==> src/rtl/hzd_pkg.sv <==
// Shared encodings for the GRF hazard controller:
// bypass selects, Tuse/Tnew constants and a Tnew aging helper.
package hzd_pkg;

  typedef enum logic [1:0] {
    FWD_GRF = 2'd0,
    FWD_W   = 2'd1,
    FWD_M   = 2'd2,
    FWD_E   = 2'd3
  } fwd_e;

  localparam logic [1:0] TUSE_NONE = 2'd3;

  localparam logic [1:0] TNEW_ALU  = 2'd1;
  localparam logic [1:0] TNEW_LOAD = 2'd2;
  localparam logic [1:0] TNEW_LINK = 2'd0;

  // One stage of aging, floored at zero.
  function automatic logic [1:0] tnew_dec(
    input logic [1:0] t
  );
    return (t == 2'd0) ? 2'd0 : t - 2'd1;
  endfunction

endpackage

==> src/rtl/hzd_slot.sv <==
// One pipeline slot of producer/consumer info {we, wa, a1, a2, tnew}.
// Ports: clk_i, rst_ni (sync, active-low), bubble_i, dec_i, slot in/out.
module hzd_slot
  import hzd_pkg::*;
#(
  parameter int AW = 5
) (
  input  logic          clk_i,
  input  logic          rst_ni,
  input  logic          bubble_i,
  input  logic          dec_i,
  input  logic          we_i,
  input  logic [AW-1:0] wa_i,
  input  logic [AW-1:0] a1_i,
  input  logic [AW-1:0] a2_i,
  input  logic [1:0]    tnew_i,
  output logic          we_o,
  output logic [AW-1:0] wa_o,
  output logic [AW-1:0] a1_o,
  output logic [AW-1:0] a2_o,
  output logic [1:0]    tnew_o
);

  logic          we_q, we_d;
  logic [AW-1:0] wa_q, wa_d;
  logic [AW-1:0] a1_q, a1_d;
  logic [AW-1:0] a2_q, a2_d;
  logic [1:0]    tnew_q, tnew_d;

  always_comb begin
    we_d   = we_i;
    wa_d   = wa_i;
    a1_d   = a1_i;
    a2_d   = a2_i;
    tnew_d = dec_i ? tnew_dec(tnew_i) : tnew_i;
    // A bubble clears every field so it can never match.
    if (bubble_i) begin
      we_d   = 1'b0;
      wa_d   = '0;
      a1_d   = '0;
      a2_d   = '0;
      tnew_d = 2'd0;
    end
  end

  always_ff @(posedge clk_i) begin
    if (!rst_ni) begin
      we_q   <= 1'b0;
      wa_q   <= '0;
      a1_q   <= '0;
      a2_q   <= '0;
      tnew_q <= 2'd0;
    end else begin
      we_q   <= we_d;
      wa_q   <= wa_d;
      a1_q   <= a1_d;
      a2_q   <= a2_d;
      tnew_q <= tnew_d;
    end
  end

  assign we_o   = we_q;
  assign wa_o   = wa_q;
  assign a1_o   = a1_q;
  assign a2_o   = a2_q;
  assign tnew_o = tnew_q;

endmodule

==> src/rtl/grf_hazard_ctrl.sv <==
// GRF hazard controller: tracks E/M/W producers, stalls D on Tuse/Tnew
// conflicts, drives D/E/M bypass selects and a saturating stall counter.
module grf_hazard_ctrl
  import hzd_pkg::*;
#(
  parameter int AW    = 5,
  parameter int CNT_W = 16
) (
  input  logic             CLK,
  input  logic             RESET,
  input  logic [AW-1:0]    D_A1,
  input  logic [AW-1:0]    D_A2,
  input  logic [1:0]       D_TUSE_RS,
  input  logic [1:0]       D_TUSE_RT,
  input  logic             D_WE,
  input  logic [AW-1:0]    D_WA,
  input  logic [1:0]       D_TNEW,
  output logic             STALL,
  output logic [1:0]       FWD_D_RS,
  output logic [1:0]       FWD_D_RT,
  output logic [1:0]       FWD_E_RS,
  output logic [1:0]       FWD_E_RT,
  output logic             FWD_M_RT,
  output logic [CNT_W-1:0] STALL_CNT
);

  logic          e_we, m_we;
  logic [AW-1:0] e_wa, m_wa;
  logic [AW-1:0] e_a1, m_a1;
  logic [AW-1:0] e_a2, m_a2;
  logic [1:0]    e_tnew, m_tnew;

  logic          w_we_q;
  logic [AW-1:0] w_wa_q;

  logic [CNT_W-1:0] cnt_q, cnt_d;

  hzd_slot #(.AW(AW)) u_e (
    .clk_i    (CLK),
    .rst_ni   (RESET),
    .bubble_i (STALL),
    .dec_i    (1'b0),
    .we_i     (D_WE),
    .wa_i     (D_WA),
    .a1_i     (D_A1),
    .a2_i     (D_A2),
    .tnew_i   (D_TNEW),
    .we_o     (e_we),
    .wa_o     (e_wa),
    .a1_o     (e_a1),
    .a2_o     (e_a2),
    .tnew_o   (e_tnew)
  );

  hzd_slot #(.AW(AW)) u_m (
    .clk_i    (CLK),
    .rst_ni   (RESET),
    .bubble_i (1'b0),
    .dec_i    (1'b1),
    .we_i     (e_we),
    .wa_i     (e_wa),
    .a1_i     (e_a1),
    .a2_i     (e_a2),
    .tnew_i   (e_tnew),
    .we_o     (m_we),
    .wa_o     (m_wa),
    .a1_o     (m_a1),
    .a2_o     (m_a2),
    .tnew_o   (m_tnew)
  );

  // The store-data bypass only looks at M.a2.
  logic unused_m_a1;
  assign unused_m_a1 = ^m_a1;

  always_ff @(posedge CLK) begin
    if (!RESET) begin
      w_we_q <= 1'b0;
      w_wa_q <= '0;
    end else begin
      w_we_q <= m_we;
      w_wa_q <= m_wa;
    end
  end

  function automatic logic hit(
    input logic          we,
    input logic [AW-1:0] wa,
    input logic [AW-1:0] x
  );
    return we && (wa == x) && (x != '0);
  endfunction

  logic e_hit_rs, e_hit_rt;
  logic m_hit_rs, m_hit_rt;
  logic w_hit_rs, w_hit_rt;
  logic stall_rs, stall_rt;

  assign e_hit_rs = hit(e_we, e_wa, D_A1);
  assign e_hit_rt = hit(e_we, e_wa, D_A2);
  assign m_hit_rs = hit(m_we, m_wa, D_A1);
  assign m_hit_rt = hit(m_we, m_wa, D_A2);
  assign w_hit_rs = hit(w_we_q, w_wa_q, D_A1);
  assign w_hit_rt = hit(w_we_q, w_wa_q, D_A2);

  assign stall_rs = (e_hit_rs && (e_tnew > D_TUSE_RS))
                 || (m_hit_rs && (m_tnew > D_TUSE_RS));
  assign stall_rt = (e_hit_rt && (e_tnew > D_TUSE_RT))
                 || (m_hit_rt && (m_tnew > D_TUSE_RT));
  assign STALL    = stall_rs || stall_rt;

  // A younger hit that is not yet ready shadows older slots.
  function automatic logic [1:0] d_sel(
    input logic       eh,
    input logic [1:0] et,
    input logic       mh,
    input logic [1:0] mt,
    input logic       wh
  );
    logic [1:0] s;
    s = FWD_GRF;
    if (eh)      s = (et == 2'd0) ? FWD_E : FWD_GRF;
    else if (mh) s = (mt == 2'd0) ? FWD_M : FWD_GRF;
    else if (wh) s = FWD_W;
    return s;
  endfunction

  always_comb begin
    FWD_D_RS = d_sel(e_hit_rs, e_tnew,
                     m_hit_rs, m_tnew, w_hit_rs);
    FWD_D_RT = d_sel(e_hit_rt, e_tnew,
                     m_hit_rt, m_tnew, w_hit_rt);
    FWD_E_RS = d_sel(1'b0, 2'd0,
                     hit(m_we, m_wa, e_a1), m_tnew,
                     hit(w_we_q, w_wa_q, e_a1));
    FWD_E_RT = d_sel(1'b0, 2'd0,
                     hit(m_we, m_wa, e_a2), m_tnew,
                     hit(w_we_q, w_wa_q, e_a2));
    FWD_M_RT = hit(w_we_q, w_wa_q, m_a2);
  end

  always_comb begin
    cnt_d = cnt_q;
    if (STALL && (cnt_q != {CNT_W{1'b1}}))
      cnt_d = cnt_q + 1'b1;
  end

  always_ff @(posedge CLK) begin
    if (!RESET) cnt_q <= '0;
    else        cnt_q <= cnt_d;
  end

  assign STALL_CNT = cnt_q;

endmodule
==> config.mk <==
export PLATFORM = sky130hd
export DESIGN_NAME = grf_hazard_ctrl
export DESIGN_NICKNAME = d
export VERILOG_FILES = /design/src/rtl/hzd_pkg.sv /design/src/rtl/hzd_slot.sv /design/src/rtl/grf_hazard_ctrl.sv
export SDC_FILE = /design/constraint.sdc
export NUM_CORES = 1
export LEC_CHECK = 0
export CORE_ASPECT_RATIO = 1.5
export CORE_MARGIN = 2
export CORE_UTILIZATION = 28
export DETAILED_ROUTE_END_ITERATION = 10
export GPL_ROUTABILITY_DRIVEN = 0
export PLACE_DENSITY = 0.55
export SYNTH_ARGS = -nofsm -noshare
export SYNTH_HDL_FRONTEND = slang
export SYNTH_SLANG_ARGS = --single-unit
export TNS_END_PERCENT = 30
==> constraint.sdc <==
create_clock -name CLK -period 4.29 [get_ports CLK]
set_input_delay 1.287 -clock CLK [delete_from_list [all_inputs] [get_ports CLK]]
set_output_delay 1.287 -clock CLK [all_outputs]
set_load 0.02 [all_outputs]
==> results of run 1 <==
==> worst min path at each step <==
| stage | from | to | cells past startpoint |
|---|---|---|---|
| global route | u_e.tnew_o[0]$_SDFF_PP0_ | u_m.tnew_o[0]$_SDFF_PP0_ | 1 |
| floorplan | u_e.tnew_o[0]$_SDFF_PP0_ | u_m.tnew_o[0]$_SDFF_PP0_ | 1 |
| global placement | u_e.tnew_o[0]$_SDFF_PP0_ | u_m.tnew_o[0]$_SDFF_PP0_ | 1 |
| finish | u_e.tnew_o[0]$_SDFF_PP0_ | u_m.tnew_o[0]$_SDFF_PP0_ | 1 |
| CTS | u_e.tnew_o[0]$_SDFF_PP0_ | u_m.tnew_o[0]$_SDFF_PP0_ | 1 |
| detailed placement | u_e.tnew_o[0]$_SDFF_PP0_ | u_m.tnew_o[0]$_SDFF_PP0_ | 1 |
==> repair_timing <==
action,CTS,global route
pin swaps,9,9
gates resized for setup,53,10
endpoints found under the setup margin,5,5
setup buffers,1,2
==> Yosys cell counts (all sizes together) (3+ instances only) <==
master / n
dfxtp: 53
xnor2: 47
and3: 24
and2: 19
clkbuf: 19
nand2: 19
inv: 15
a21oi: 13
nand4: 11
or4: 11
ha: 10
nand3: 10
nor2: 10
o31ai: 9
nor4: 8
o211ai: 7
xor2: 7
a2111oi: 4
buf: 4
mux2i: 4
nand2b: 3
nor3: 3
o21ai: 3
==> sequential cells by signal (all words and copies together) (netlist names) <==
signal / cells
STALL_CNT: 16
u_e.a1_o: 5
u_e.a2_o: 5
u_e.wa_o: 5
u_m.a2_o: 5
u_m.wa_o: 5
w_wa_q: 5
u_e.tnew_o: 2
u_m.tnew_o: 2
u_e.we_o: 1
u_m.we_o: 1
w_we_q: 1
==> kinds of logic (layout without fill, tap and decap cells) <==
family	after synthesis	after routing
AND/OR/NAND/NOR	122	122
XOR/XNOR	54	54
flip-flops	53	53
AO/OA/AOI/OAI	42	42
buffers and inverters	38	97
adder cells (fa/ha/maj)	10	10
multiplexers	4	4
other	0	1
==> cell type report <==
cell class,instances,area [µm²]
fillers,1004,6230
multi-input cells,232,1760
flip-flops and latches,53,1060
repair buffers,74,672
well taps,117,146
clock buffers,5,125
inverters,15,56.3
clock inverters,3,25.0
diodes,1,2.50
==> per-stage QoR <==
stage / setup TNS (ns) / power [W] / std cells
4_1_cts: -0.0265 / 0.00111 / 497
3_5_place_dp: -3.37 / 0.000685 / 489
2_1_floorplan: 0 / 0.000621 / 323
3_3_place_gp: -3.29 / 0.000682 / 489
6_report: -0.00241 / 0.00110 / 500
5_1_grt: -0.185 / 0.00115 / 500
==> per-layer routing <==
metal / GRT usage (%) / up-vias / part of all wire, %
met2: 26.1 / 64 / 52
met1: 16.8 / 1215 / 42
met4: 4.96 / 0 / 2.5
met3: 2.69 / 15 / 3.2
met5: 0 / - / 0
li1: - / 1251 / -
==> power by group <==
group | total, W | switching, W | internal [W]
Clock | 0.000419 | 0.000199 | 0.000220
Sequential | 0.000531 | 0.0000225 | 0.000508
Combinational | 0.000152 | 0.0000706 | 0.0000815
Total | 0.00110 | 0.000292 | 0.000810
==> impl_metrics.env, run 1 <==
export IMPL_drtPass1Iterations=4
export IMPL_violations="negative setup slack"
export IMPL_layout_commonest_cell="dfxtp_1"
export IMPL_worstMarginPinSlew_ns=1.13
export IMPL_holdWs_ns=0.420
export IMPL_fin_skew_ns=0.00715
export IMPL_max_slew_margin_pct=24.4
export IMPL_synth_adder_area_share_pct=4.32
export IMPL_cp_startpoint="D_A2[3]"
export IMPL_syn_nets=357
export IMPL_hold_class="reg2reg"
export IMPL_vias=2545
export IMPL_drt_wl_total_mm=7.89
export IMPL_clk_pin_slew_worst_paths_ns=0.07
export IMPL_hold_violations=0
export IMPL_async_reset_ff_share_pct=0
export IMPL_cp_top_family="simple AND/OR/NAND/NOR gates"
export IMPL_wl_per_cell_um=15.8
export IMPL_slew_viol_final=0
export IMPL_dieArea_mm2=0.0112
export IMPL_cts_tree="built"
export IMPL_holdBufCountCts=0
export IMPL_avgSynthCellArea_um2=8.97
export IMPL_setup_viol_count_final=1
export IMPL_crit_type="in2out"
export IMPL_final_period_utilization_pct=100
export IMPL_htree_levels=2
export IMPL_initial_core_util_pct=28.7
export IMPL_grt_ovfl_total=0
export IMPL_rows=45
export IMPL_mappedNetlistArea_mm2=0.00290
export IMPL_synth_seq_area_share_pct=36.6
export IMPL_nNetsFinal=415
export IMPL_grt_max_degree=44
export IMPL_synthTopCellsByArea="dfxtp_1 37%, xnor2_1 14%, and3_1 5.2%, ha_1 4.3%, and2_1 4.1%"
export IMPL_numCtsBuffers=5
export IMPL_synth_simple_area_share_pct=24.7
export IMPL_cp_start_kind="input port"
export IMPL_ant_nets=0
export IMPL_vias_per_cell=5.09
export IMPL_worst_slack_ns=-0.00241
export IMPL_cp_data_arrival_time_ns=3.01
export IMPL_cp_required_ns=3.00
export IMPL_path_max_fanout=3
export IMPL_netlist_instances=323
export IMPL_synth_distinct_cells=37
export IMPL_grt_usage_pct=14.4
export IMPL_r2r_start="STALL_CNT[0]$_SDFFE_PN0P_"
export IMPL_coreArea_mm2=0.0101
export IMPL_io_buffers=49
export IMPL_synth_compound_area_share_pct=11.3
export IMPL_dp_worst_setup_slack_ns=-0.828
export IMPL_cp_slowest_cell="or4_4"
export IMPL_r2r_cells=7
export IMPL_grt_pass1_vias=2554
export IMPL_utilization_pct=38.2
export IMPL_placed_area_mm2=0.00361
export IMPL_yosys_area_top_type_share_pct=36.6
export IMPL_leakagePower_nw=1.45
export IMPL_synthFlopType="dfxtp_1"
export IMPL_grt_first_pass_wirelength_mm=12.7
export IMPL_critPathCaptureType="output pin"
export IMPL_cap_viol_max_count=0
export IMPL_drc=0
export IMPL_synth_xor_area_share_pct=16.3
export IMPL_cts_root_buffer="clkbuf_16"
export IMPL_dp_hpwl_mm=5.72
export IMPL_power_density_mw_per_mm2=286
export IMPL_fmax_mhz=233
export IMPL_synth_edf_count=0
export IMPL_status="finished, violations left"
export IMPL_cp_endpoint="STALL"
export IMPL_stdcell_area_mm2=0.00385
export IMPL_dr_first_iter_drc_count=137
export IMPL_clockBufferDepth=2
export IMPL_yosysWarnings=0
export IMPL_rsz0062_at_grt="true"
export IMPL_clock_sinks=53
export IMPL_irDropWorstVdd_uv=196
export IMPL_rr_endpoint="STALL_CNT[8]$_SDFFE_PN0P_"
export IMPL_ff2ff_setup_slack_ns=1.66
export IMPL_clk_latency_ns=0.29
export IMPL_slowest_delay_ns=0.56
export IMPL_antenna_found_initial=1
export IMPL_synthMuxAreaShare_pct=1.38
export IMPL_min_period_ns=4.29
export IMPL_cp_cell_sequence="buf_6 -> or4_4 -> o211ai_1 -> buf_4 -> buf_4 -> a2111oi_4 -> nor4_4 -> inv_2 -> buf_6"
export IMPL_synth_top_family_by_area="simple AND/OR/NAND/NOR gates"
export IMPL_io_pins=50
export IMPL_drive_gt1_share_pct=15.4
export IMPL_die_width_um=87.0
export IMPL_area_delta_synth_final_pct=33.0
export IMPL_yosysTopAreaCell="dfxtp_1"
export IMPL_path_buf_inv=5
export IMPL_path_depth=9
export IMPL_synth_seq_cells=53
export IMPL_mostFrequentLayoutCells="53 x dfxtp_1, 47 x xnor2_1, 35 x clkdlybuf4s50_1"
export IMPL_die_height_um=129
No activity file was read; power rests on OpenSTA's default activity.
==> run 2: changes to the inputs <==
Settings changed: CAP_MARGIN from default to 40, PLACE_DENSITY 0.55 to 0.57.
==> impl_metrics.env, run 2 (synthesized netlist as in run 1, its figures left out) <==
export IMPL_dp_hpwl_mm=5.72
export IMPL_cts_root_buffer="clkbuf_16"
export IMPL_seq_area_mm2=0.00106
export IMPL_cap_viol_max_count=0
export IMPL_die_height_um=129
export IMPL_coreArea_mm2=0.0101
export IMPL_multi_input_area_mm2=0.00180
export IMPL_die_width_um=87.0
export IMPL_antenna_found_initial=0
export IMPL_clock_sinks=53
export IMPL_largest_reg_flops=16
export IMPL_htree_levels=2
export IMPL_io_buffers=49
export IMPL_grt_max_degree=51
export IMPL_ant_nets=0
export IMPL_leakagePower_nw=1.52
export IMPL_power_density_mw_per_mm2=288
export IMPL_hold_violations=0
export IMPL_grt_pass1_vias=2594
export IMPL_grt_ovfl_total=0
export IMPL_clockBufferDepth=2
export IMPL_fmax_mhz=237
export IMPL_io_pins=50
export IMPL_antenna_diode_count=0
export IMPL_mostFrequentLayoutCells="53 x dfxtp_1, 45 x xnor2_1, 34 x clkdlybuf4s50_1, 34 x buf_4, 23 x and3_1"
export IMPL_holdCritStartpoint="u_e.tnew_o[0]$_SDFF_PP0_"
export IMPL_initial_core_util_pct=28.7
export IMPL_cp_start_kind="input port"
export IMPL_fin_total_pwr_w=0.00114
export IMPL_final_period_utilization_pct=98.4
export IMPL_layout_commonest_cell="dfxtp_1"
export IMPL_r2r_start="u_m.wa_o[0]$_SDFF_PN0_"
export IMPL_max_slew_margin_pct=58.9
export IMPL_min_period_ns=4.22
export IMPL_cp_data_arrival_time_ns=2.93
export IMPL_dieArea_mm2=0.0112
export IMPL_dr_first_iter_drc_count=78
export IMPL_vias=2532
export IMPL_cp_required_ns=3.00
export IMPL_grt_first_pass_wirelength_mm=13.2
export IMPL_fillers=1000
export IMPL_drc=0
export IMPL_holdBufCountCts=0
export IMPL_clk_pin_slew_worst_paths_ns=0.07
export IMPL_worstMarginPinSlew_ns=0.612
export IMPL_holdWs_ns=0.413
export IMPL_clk_latency_ns=0.28
export IMPL_slew_viol_final=0
export IMPL_wl_per_cell_um=15.9
export IMPL_vias_per_cell=4.98
export IMPL_drive_gt1_share_pct=19.2
export IMPL_cp_startpoint="D_A1[4]"
export IMPL_drt_wl_total_mm=8.06
export IMPL_numCtsBuffers=5
export IMPL_crit_type="in2out"
export IMPL_path_max_fanout=3
export IMPL_nNetsFinal=425
export IMPL_setup_viol_count_final=0
export IMPL_rows=45
export IMPL_irDropWorstVdd_uv=219
export IMPL_rsz0062_at_grt="true"
export IMPL_critPathCaptureType="output pin"
export IMPL_cts_tree="built"
export IMPL_hold_class="reg2reg"
export IMPL_status="finished, final reports clean"
export IMPL_fin_skew_ns=0.00430
export IMPL_drtPass1Iterations=4
export IMPL_area_delta_synth_final_pct=36.5
export IMPL_grt_usage_pct=15.0
-- run 2: cell count changes in the layout (fill, tap and decap cells not counted), moves of 2 or more --
cell             before  now
xnor2_1              47   45
ha_1                 10    8
nor2_2                3    1
buf_4                26   34
clkdlybuf4s15_1       3    1
xnor2_2               0    2
clkbuf_2              0    4
ha_4                  0    2
buf_2                 2    4
-- run 2: report_power, final --
part	internal, W	leakage [nW]	switching, W
logic	0.0000858	1.01	0.0000726
clock network	0.000274	0.0803	0.000176
registers	0.000509	0.434	0.0000242
-- run 2: worst paths after layout --
kind                                end  slack (ns)  cells past startpoint
max                               STALL        0.07                      8
min            u_m.tnew_o[0]$_SDFF_PP0_        0.41                      1
max reg2reg  STALL_CNT[11]$_SDFFE_PN0P_        1.39                     17
min reg2reg    u_m.tnew_o[0]$_SDFF_PP0_        0.41                      1
-- run 2: per-layer routing --
metal | up-vias | global-route usage [%] | wire length, µm | share of wire, %
li1 | 1263 | - | - | -
met1 | 1198 | 16.6 | 3230 | 40
met2 | 51 | 28.6 | 4390 | 54
met3 | 20 | 1.99 | 200 | 2.5
met4 | 0 | 5.06 | 232 | 2.9
met5 | - | 0 | 0 | 0
-- run 2: metrics by stage --
| step | instances | TNS (ns) | setup slack, ns | area [µm²] | utilization, % |
|---|---|---|---|---|---|
| after floorplan | 323 | 0 | 0.0142 | 2900 | - |
| after global placement | 489 | -3.25 | -0.814 | 3610 | 35.8 |
| after detailed placement | 490 | -3.27 | -0.773 | 3610 | 35.9 |
| after CTS | 508 | 0 | 0.00218 | 3890 | 38.6 |
| after global routing | 508 | -0.0259 | -0.0259 | 3960 | 39.2 |
| final | 508 | 0 | 0.0708 | 3960 | 39.2 |
-- run 2: critical path, cell delays in order --
cell,delay [ns]
dlygate4sd2_1,0.28
or4_4,0.47
o211ai_2,0.20
buf_4,0.14
a2111oi_2,0.05
nor4_4,0.29
inv_2,0.09
buf_6,0.14
-- run 2: final cells by class --
cell class	instances	share of cell area (%)
Timing Repair Buffer	84	18.3
Tap cell	117	3.70
Multi-Input combinational cell	232	45.6
Clock inverter	2	0.981
Sequential cell	53	26.8
Inverter	15	1.42
Clock buffer	5	3.16
-- run 2: timing repair --
action,in CTS,in global routing
buffers inserted,12,1
setup endpoints to repair,5,7
gates resized for setup,52,20
pin swaps,11,13
==> run 3: changes to the inputs <==
Settings changed: SKIP_LAST_GASP from default to 1.
==> results of run 3 <==
Same layout as run 2: the final DEF is identical, and so are final timing and power.
